### src/rtl/logic_gate_unit.sv
// Registered WIDTH-bit two-operand logic unit with optional packet folding behind valid/ready.
// Optional output parity_o is enabled by defining LOGIC_GATE_UNIT_PARITY_EN.
module logic_gate_unit #(
  parameter int WIDTH = 8,
  parameter int CNT_W = 4
) (
  input  logic             clk_i,
  input  logic             rst_ni,
  input  logic [2:0]       op_i,
  input  logic             acc_en_i,
  input  logic [WIDTH-1:0] a_i,
  input  logic [WIDTH-1:0] b_i,
  input  logic             last_i,
  input  logic             valid_i,
  output logic             ready_o,
  output logic [WIDTH-1:0] c_o,
`ifdef LOGIC_GATE_UNIT_PARITY_EN
  output logic             parity_o,
`endif
  output logic [CNT_W-1:0] count_o,
  output logic             valid_o,
  input  logic             ready_i
);

  typedef enum logic [0:0] {
    ST_IDLE  = 1'b0,
    ST_ACCUM = 1'b1
  } state_e;

  localparam logic [2:0] OP_AND  = 3'd0;
  localparam logic [2:0] OP_OR   = 3'd1;
  localparam logic [2:0] OP_XOR  = 3'd2;
  localparam logic [2:0] OP_NAND = 3'd3;
  localparam logic [2:0] OP_NOR  = 3'd4;
  localparam logic [2:0] OP_XNOR = 3'd5;
  localparam logic [2:0] OP_ANDN = 3'd6;

  function automatic logic [WIDTH-1:0] apply_op(input logic [2:0] op,
                                                input logic [WIDTH-1:0] a,
                                                input logic [WIDTH-1:0] b);
    case (op)
      OP_AND:  apply_op = a & b;
      OP_OR:   apply_op = a | b;
      OP_XOR:  apply_op = a ^ b;
      OP_NAND: apply_op = ~(a & b);
      OP_NOR:  apply_op = ~(a | b);
      OP_XNOR: apply_op = ~(a ^ b);
      OP_ANDN: apply_op = a & ~b;
      default: apply_op = a;
    endcase
  endfunction

  // Inverting ops fold with their base operator; PASS_A keeps the newest beat.
  function automatic logic [WIDTH-1:0] fold_op(input logic [2:0] op,
                                               input logic [WIDTH-1:0] acc,
                                               input logic [WIDTH-1:0] r);
    case (op)
      OP_AND, OP_NAND, OP_ANDN: fold_op = acc & r;
      OP_OR, OP_NOR:            fold_op = acc | r;
      OP_XOR, OP_XNOR:          fold_op = acc ^ r;
      default:                  fold_op = r;
    endcase
  endfunction

  function automatic logic even_parity(input logic [WIDTH-1:0] v);
    even_parity = ^v;
  endfunction

  state_e           state_r, state_n_s;
  logic [WIDTH-1:0] acc_r, acc_n_s;
  logic [CNT_W-1:0] cnt_r, cnt_n_s;
  logic [2:0]       op_lat_r, op_lat_n_s;
  logic [WIDTH-1:0] c_r, c_n_s;
  logic [CNT_W-1:0] count_r, count_n_s;
  logic             valid_r, valid_n_s;
  logic             ready_s, accept_s;
  logic [2:0]       eff_op_s;
  logic [WIDTH-1:0] r_s, fold_s;
  logic [CNT_W-1:0] cnt_inc_s;
`ifdef LOGIC_GATE_UNIT_PARITY_EN
  logic             par_r, par_n_s;
`endif

  assign ready_s   = !valid_r || ready_i;
  assign accept_s  = valid_i && ready_s;
  assign eff_op_s  = (state_r == ST_ACCUM) ? op_lat_r : op_i;
  assign r_s       = apply_op(eff_op_s, a_i, b_i);
  assign fold_s    = fold_op(op_lat_r, acc_r, r_s);
  assign cnt_inc_s = (cnt_r == {CNT_W{1'b1}}) ? cnt_r : cnt_r + CNT_W'(1);

  // Next-state, accumulator and output-register load decisions.
  always_comb begin
    state_n_s  = state_r;
    acc_n_s    = acc_r;
    cnt_n_s    = cnt_r;
    op_lat_n_s = op_lat_r;
    c_n_s      = c_r;
    count_n_s  = count_r;
    if (valid_r && ready_i) begin
      valid_n_s = 1'b0;
    end else begin
      valid_n_s = valid_r;
    end
    if (accept_s) begin
      case (state_r)
        ST_IDLE: begin
          if (!acc_en_i || last_i) begin
            c_n_s     = r_s;
            count_n_s = CNT_W'(1);
            valid_n_s = 1'b1;
          end else begin
            acc_n_s    = r_s;
            cnt_n_s    = CNT_W'(1);
            op_lat_n_s = op_i;
            state_n_s  = ST_ACCUM;
          end
        end
        ST_ACCUM: begin
          if (!last_i) begin
            acc_n_s = fold_s;
            cnt_n_s = cnt_inc_s;
          end else begin
            c_n_s     = fold_s;
            count_n_s = cnt_inc_s;
            valid_n_s = 1'b1;
            acc_n_s   = {WIDTH{1'b0}};
            cnt_n_s   = {CNT_W{1'b0}};
            state_n_s = ST_IDLE;
          end
        end
        default: state_n_s = ST_IDLE;
      endcase
    end else begin
      state_n_s = state_r;
    end
`ifdef LOGIC_GATE_UNIT_PARITY_EN
    par_n_s = even_parity(c_n_s);
`endif
  end

  // State, accumulator and output registers.
  always_ff @(posedge clk_i or negedge rst_ni) begin
    if (!rst_ni) begin
      state_r  <= ST_IDLE;
      acc_r    <= {WIDTH{1'b0}};
      cnt_r    <= {CNT_W{1'b0}};
      op_lat_r <= 3'd0;
      c_r      <= {WIDTH{1'b0}};
      count_r  <= {CNT_W{1'b0}};
      valid_r  <= 1'b0;
`ifdef LOGIC_GATE_UNIT_PARITY_EN
      par_r    <= 1'b0;
`endif
    end else begin
      state_r  <= state_n_s;
      acc_r    <= acc_n_s;
      cnt_r    <= cnt_n_s;
      op_lat_r <= op_lat_n_s;
      c_r      <= c_n_s;
      count_r  <= count_n_s;
      valid_r  <= valid_n_s;
`ifdef LOGIC_GATE_UNIT_PARITY_EN
      par_r    <= par_n_s;
`endif
    end
  end

  assign ready_o = ready_s;
  assign c_o     = c_r;
  assign count_o = count_r;
  assign valid_o = valid_r;
`ifdef LOGIC_GATE_UNIT_PARITY_EN
  assign parity_o = par_r;
`endif

endmodule

### config.mk
export PLATFORM = sky130hd
export DESIGN_NAME = logic_gate_unit
export DESIGN_NICKNAME = d
export VERILOG_FILES = /design/src/rtl/logic_gate_unit.sv
export SDC_FILE = /design/constraint.sdc
export NUM_CORES = 1
export LEC_CHECK = 0
export ABC_AREA = 1
export ABC_CLOCK_PERIOD_IN_PS = 2400
export CAP_MARGIN = 20
export CELL_PAD_IN_SITES_DETAIL_PLACEMENT = 1
export CELL_PAD_IN_SITES_GLOBAL_PLACEMENT = 2
export CORE_MARGIN = 4
export CORE_UTILIZATION = 28
export CTS_CLUSTER_DIAMETER = 120
export CTS_CLUSTER_SIZE = 12
export DETAILED_ROUTE_END_ITERATION = 10
export PLACE_DENSITY_LB_ADDON = 0.2
export SLEW_MARGIN = 20
export SYNTH_ARGS = -nofsm -noshare
export SYNTH_HDL_FRONTEND = slang
export SYNTH_SLANG_ARGS = --single-unit
### constraint.sdc
create_clock -name clk_i -period 2.4 [get_ports clk_i]
set_input_delay 0.24 -clock clk_i [delete_from_list [all_inputs] [get_ports clk_i]]
set_output_delay 0.24 -clock clk_i [all_outputs]
set_load 0.02 [all_outputs]
# ---- Word-level counts from Yosys, hierarchy flattened
# Index checks and enable logic that the tools add are counted.
dict set report word_totals {
  register_bits 29
  out_inout_bits 14
}
dict set report classes {
  add_sub_neg 1
  n_eq_ne 16
  muxes 24
  bitwise_logic 13
  reduce_logical 14
}
# op count
set ops {}
lappend ops {{$pmux 8 s7} 1}
lappend ops {{$mux 8} 4}
lappend ops {{$not 8->8} 4}
lappend ops {{$pmux 8 s2} 2}
lappend ops {{$and 8x8->8} 3}
lappend ops {{$pmux 8 s3} 1}
lappend ops {{$mux 4} 5}
lappend ops {{$eq 3x3->1 const B} 6}
lappend ops {{$or 8x8->8} 2}
lappend ops {{$pmux 4 s2} 2}
lappend ops {{$xor 8x8->8} 2}
lappend ops {{$eq 3x2->1 const B} 4}
lappend ops {{$eq 3x1->1 const B} 2}
lappend ops {{$logic_not 3->1} 2}
lappend ops {{$mux 1} 6}
lappend ops {{$ne 2x2->1 const B} 3}
lappend ops {{$reduce_and 3->1} 2}
lappend ops {{$add 4x1->4 const B} 1}
lappend ops {{$eq 4x4->1 const B} 1}
lappend ops {{$pmux 1 s2} 2}
lappend ops {{$reduce_or 2->1} 2}
lappend ops {{$mux 3} 1}
lappend ops {{$reduce_or 3->1} 1}
lappend ops {{$logic_and 1x1->1} 2}
lappend ops {{4 further kinds} 7}

# ---- Logic depth before layout (Yosys ltp)
dict set report depth {
  ltp_word 7
  ltp_mapped 16
  ltp_nobuf 14
}

# ---- Worst setup path before layout
# OpenSTA, ideal clock, no wires.
dict set report synth_timing {
  path_type {register -> register}
  from {reg state_r}
  to {reg acc_r[5]}
  t_arrival_ns 1.884
  required_time_ns 2.277
  slack_ns 0.393
  path_stages_with_launch 16
  n_path_buf 2
  period_less_slack_ns 2.007
  path_cell_list {dfrtp_1 buf_6 inv_4 nand2_1 nand2_2 buf_2 nand4_1 nand2_1 nor2_2 nand3_2 inv_1 ha_1 a21oi_1 o211ai_1 nand3_1 a21oi_1}
}
dict set report synth_between {
  elab_chain_len 7
  elab_cells_between_ends 19
  classes_between {eq/ne (7); mux (6); bitwise (4); reduce/logical (2)}
}
# element line_no
set synth_lines {}
lappend synth_lines {{start: declaration} 69} ;# state_e state_r, state_n_s;
lappend synth_lines {{start signal: assignment} 155} ;# state_r <= state_n_s;
lappend synth_lines {{$mux 3} 86} ;# assign eff_op_s = (state_r == ST_ACCUM) ? op_lat_r : op_i;
lappend synth_lines {{$eq 3x3->1, or another cell as far along} 41} ;# case (op)
lappend synth_lines {{$pmux 8 s7} 41}
lappend synth_lines {{$xor 8x8->8, or another cell as far along} 60} ;# OP_XOR, OP_XNOR: fold_op = acc ^ r;
lappend synth_lines {{$pmux 8 s3} 57} ;# case (op)
lappend synth_lines {{$mux 8} 119} ;# if (!last_i) begin
lappend synth_lines {{$pmux 8 s2} 105} ;# case (state_r)
lappend synth_lines {{end signal: assignment} 145} ;# acc_r <= {WIDTH{1'b0}};
lappend synth_lines {{end signal: assignment} 156} ;# acc_r <= acc_n_s;
lappend synth_lines {{end: declaration} 70} ;# logic [WIDTH-1:0] acc_r, acc_n_s;
# Parallel ways exist; a longest one is shown, timed or not. The select of a mux whose other input is x is not followed.
# A chain may end at the register's enable or synchronous reset.

# ---- Worst setup path after layout
dict set report layout_timing {
  from {reg state_r}
  to {reg c_r[7], in the netlist c_o[7]}
}
dict set report layout_between {
  elab_chain_len 7
  elab_cells_between_ends 20
  classes_between {eq/ne (8); mux (6); bitwise (4); reduce/logical (2)}
}
# element line_no
set layout_lines {}
lappend layout_lines {{$mux 3} 86}
lappend layout_lines {{$eq 3x3->1, or another cell as far along} 41}
lappend layout_lines {{$pmux 8 s7} 41}
lappend layout_lines {{$xor 8x8->8, or another cell as far along} 60}
lappend layout_lines {{$pmux 8 s3} 57}
lappend layout_lines {{$mux 8} 119}
lappend layout_lines {{$pmux 8 s2} 105}
lappend layout_lines {{end signal: assignment} 148} ;# c_r <= {WIDTH{1'b0}};
lappend layout_lines {{end signal: assignment} 159} ;# c_r <= c_n_s;
lappend layout_lines {{end: declaration} 73} ;# logic [WIDTH-1:0] c_r, c_n_s;
# Parallel ways exist; a longest one is shown, timed or not. The select of a mux whose other input is x is not followed.

==> qor.yml <==
route:
  ant_nets: 0
  drt_iter0_markers: 121
  viasPerCell: 5.01
  drt-total-wl_um: 9750
  drt-pass1-iter-count: 4
  wl_per_cell_um: 15.1
  vias: 3239
  drc: 0
sta:
  max_slew.worst_pin.slew_ns: 0.492
  fin_crit_ns: 2.19
  holdWs_ns: 0.339
  finalSetupViolations: 0
  fin_ws_ns: 0.212
  rsz0062_at_grt: "false"
  fmax_mhz: 457
  relSlewSlack_pct: 67.0
  setup_tns_ns: 0
  finalClockSkew_ns: 0.00328
  fin_crit_sh_pct: 91.2
  drv_slew: 0
  hold_viol_final: 0
setup_path:
  cp_slowest_cell: "dfrtp_2"
  worstPathRequired_ns: 2.57
  crit_path_start_kind: "register"
  crit_chain: "inv_4, nand2_2, nand2_4, inv_4, buf_12, nand4_1, nand2_1, nor2_2, nand3_2, buf_4, ha_1, nand2_1, o2111ai_2, nand3_1, a21oi_1"
  endpoint_kind: "register"
  path_buf_inv: 4
  path_max_fanout: 19
  slowest_delay_ns: 0.47
  critical_path_arrival_ns: 2.36
  crit_family: "simple AND/OR/NAND/NOR gates"
  worstSetupPathType: "reg -> reg"
job:
  cap_violations: 0
yosys:
  synth_area_leaders: "dfrtp_1, ha_1, nand4_1"
  synth_top_area_share_pct: 23.3
  synth_area_mm2: 0.00312
  synth_common_cells: "nand2_1, inv_1, nand4_1"
  syn_avg_cell_area_um2: 7.08
  yosysSeqAreaShare_pct: 23.3
  synth_edf_count: 0
  synthCells: 440
  yosys.area.top_type: "dfrtp_1"
  synth_most_common_cell: "nand2_1"
  ys_seq_elements: 29
  ys.flop_type: "dfrtp_1"
  postSynth.asyncResetShare_pct: 100
  yosys_warnings: 0
  syn_nets: 506
  synth.distinct_cells: 28
power:
  clockPowerShare_pct: 11.3
  swShare_pct: 48.5
  ir_worst_vdd_mv: 0.451
  p_leak_nw: 2.00
  switchingPower_mw: 1.98
  power_frac_seq_pct: 21.5
  combPwrFrac_pct: 67.2
  internal_power_mw: 2.09
  powerDensity_mw_per_mm2: 1020
clock_tree:
  root_buffer: "clkbuf_8"
  cts.reportedPaths.clkPinSlew_ns: 0.07
  cts_tree: "built"
  cts_buffers: 5
  clkLatencyLatePin_ns: 0.29
  cts-hold-fix-buffers: 0
  cts_buffer_depth: 2
  h-tree-depth: 2
  clock_sinks: 29
finish:
  final_area_mm2: 0.00401
  fin_nets: 571
  drive_above_1_share_pct: 18.4
  utilization_pct: 36.8
  synthToLayoutAreaGrowth_pct: 28.5
  antenna_cells: 0
  regArea_um2: 727
  multi_input_area_mm2: 0.00201
  fillCellCount: 1365
global_routing:
  grt_pass1_vias: 3458
  grt-ovfl-total: 0
  grt_use_total_pct: 15.7
  grt_pass1_wl_um: 16500
  grt_max_degree: 30
  grt_antenna_before_repair: 0
die:
  core_area_mm2: 0.0109
  die_area_mm2: 0.0129
  start_util_pct: 28.6
  core.rowCount: 38
  die_y_um: 114
  die_w_um: 114
  ioPinCount: 39
placement:
  io_buffers: 38
  pre_cts_slack_ns: -0.0476
  placed_cell_area_mm2: 0.00387
  hpwl_um: 7520
  gp_congestion: 0.795
hold_path:
  hold_path.class: "in -> async"
run_status:
  outcome: "finished, final reports clean"
[kinds of logic after synthesis]
kind of cell	synth area share, %
flip-flops	23.3
AO/OA/AOI/OAI	11.0
buffers and inverters	12.8
AND/OR/NAND/NOR	36.1
XOR/XNOR	0.281
adder cells (fa/ha/maj)	16.5
[timing repair]
item / in CTS / in global routing
gates resized for setup: 0 / 8
endpoints found under the setup margin: 0 / 16
buffers inserted: 0 / 1
[cell usage in the layout, fill, tap and decap left out, types with 2 or more instances in the layout]
cell,Yosys,layout
nor2_2,18,18
inv_4,2,2
o22ai_1,3,3
clkdlybuf4s50_1,0,38
ha_1,41,41
nand2_2,6,10
clkinv_1,2,2
inv_2,1,2
nand3_1,21,21
a21oi_1,40,40
nand4_1,54,54
buf_4,2,33
clkbuf_8,0,7
nand3_2,8,8
o21ai_0,8,8
dfrtp_1,29,28
nand2_1,76,72
inv_1,67,66
o2111ai_1,7,6
buf_12,0,4
nor3_4,2,2
nor2_1,31,31
[area by class of cell]
class	count	share of cell area, %
sequential	29	18.2
inverter	72	6.87
timing repair buffer	76	18.0
clock inverter	1	0.125
tap	140	4.37
multi-input combinational	321	50.1
clock buffer	7	2.41
[layer usage]
layer / part of all wire (%) / track usage [%] / vias to the layer above / wire, um
met2: 51 / 28.7 / 28 / 4950
met4: 0.66 / 2.72 / 0 / 64
met5: 0 / 0 / - / 0
met3: 1.7 / 2.23 / 6 / 167
li1: - / - / 1611 / -
met1: 47 / 19.6 / 1594 / 4560
[final timing paths]
kind | from | end | slack, ns | cells past startpoint
max in group asynchronous | rst_ni | state_r$_DFFE_PN0P_ | 1.75 | 2
worst min register to register | count_o[2]$_DFFE_PN0P_ | count_o[2]$_DFFE_PN0P_ | 0.49 | 2
worst max register to register | state_r$_DFFE_PN0P_ | c_o[7]$_DFFE_PN0P_ | 0.21 | 15
worst min-delay path | rst_ni | c_o[6]$_DFFE_PN0P_ | 0.34 | 2
min in group clk_i | count_o[2]$_DFFE_PN0P_ | count_o[2]$_DFFE_PN0P_ | 0.49 | 2
worst max-delay path | state_r$_DFFE_PN0P_ | c_o[7]$_DFFE_PN0P_ | 0.21 | 15
[sequential cells by signal, summed over array words and instances, names as in the netlist]
| signal | flops |
|---|---|
| acc_r | 8 |
| c_o | 8 |
| cnt_r | 4 |
| count_o | 4 |
| op_lat_r | 3 |
| state_r | 1 |
| valid_o | 1 |
[through the flow]
step	cells	total power [mW]
after CTS	645	4.09
final	646	4.07
after global placement	637	3.52
after global routing	646	4.48
after floorplan	440	2.55
after detailed placement	637	3.61
[power by group through the flow]
stage	registers (mW)	logic (mW)	clock network [mW]
3_5_place_dp	0.886	2.73	0
2_1_floorplan	0.955	1.60	0
4_1_cts	0.878	2.74	0.476
6_report	0.874	2.74	0.460
5_1_grt	0.912	3.07	0.500
3_3_place_gp	0.872	2.64	0
(Power assumes the default switching activity.)
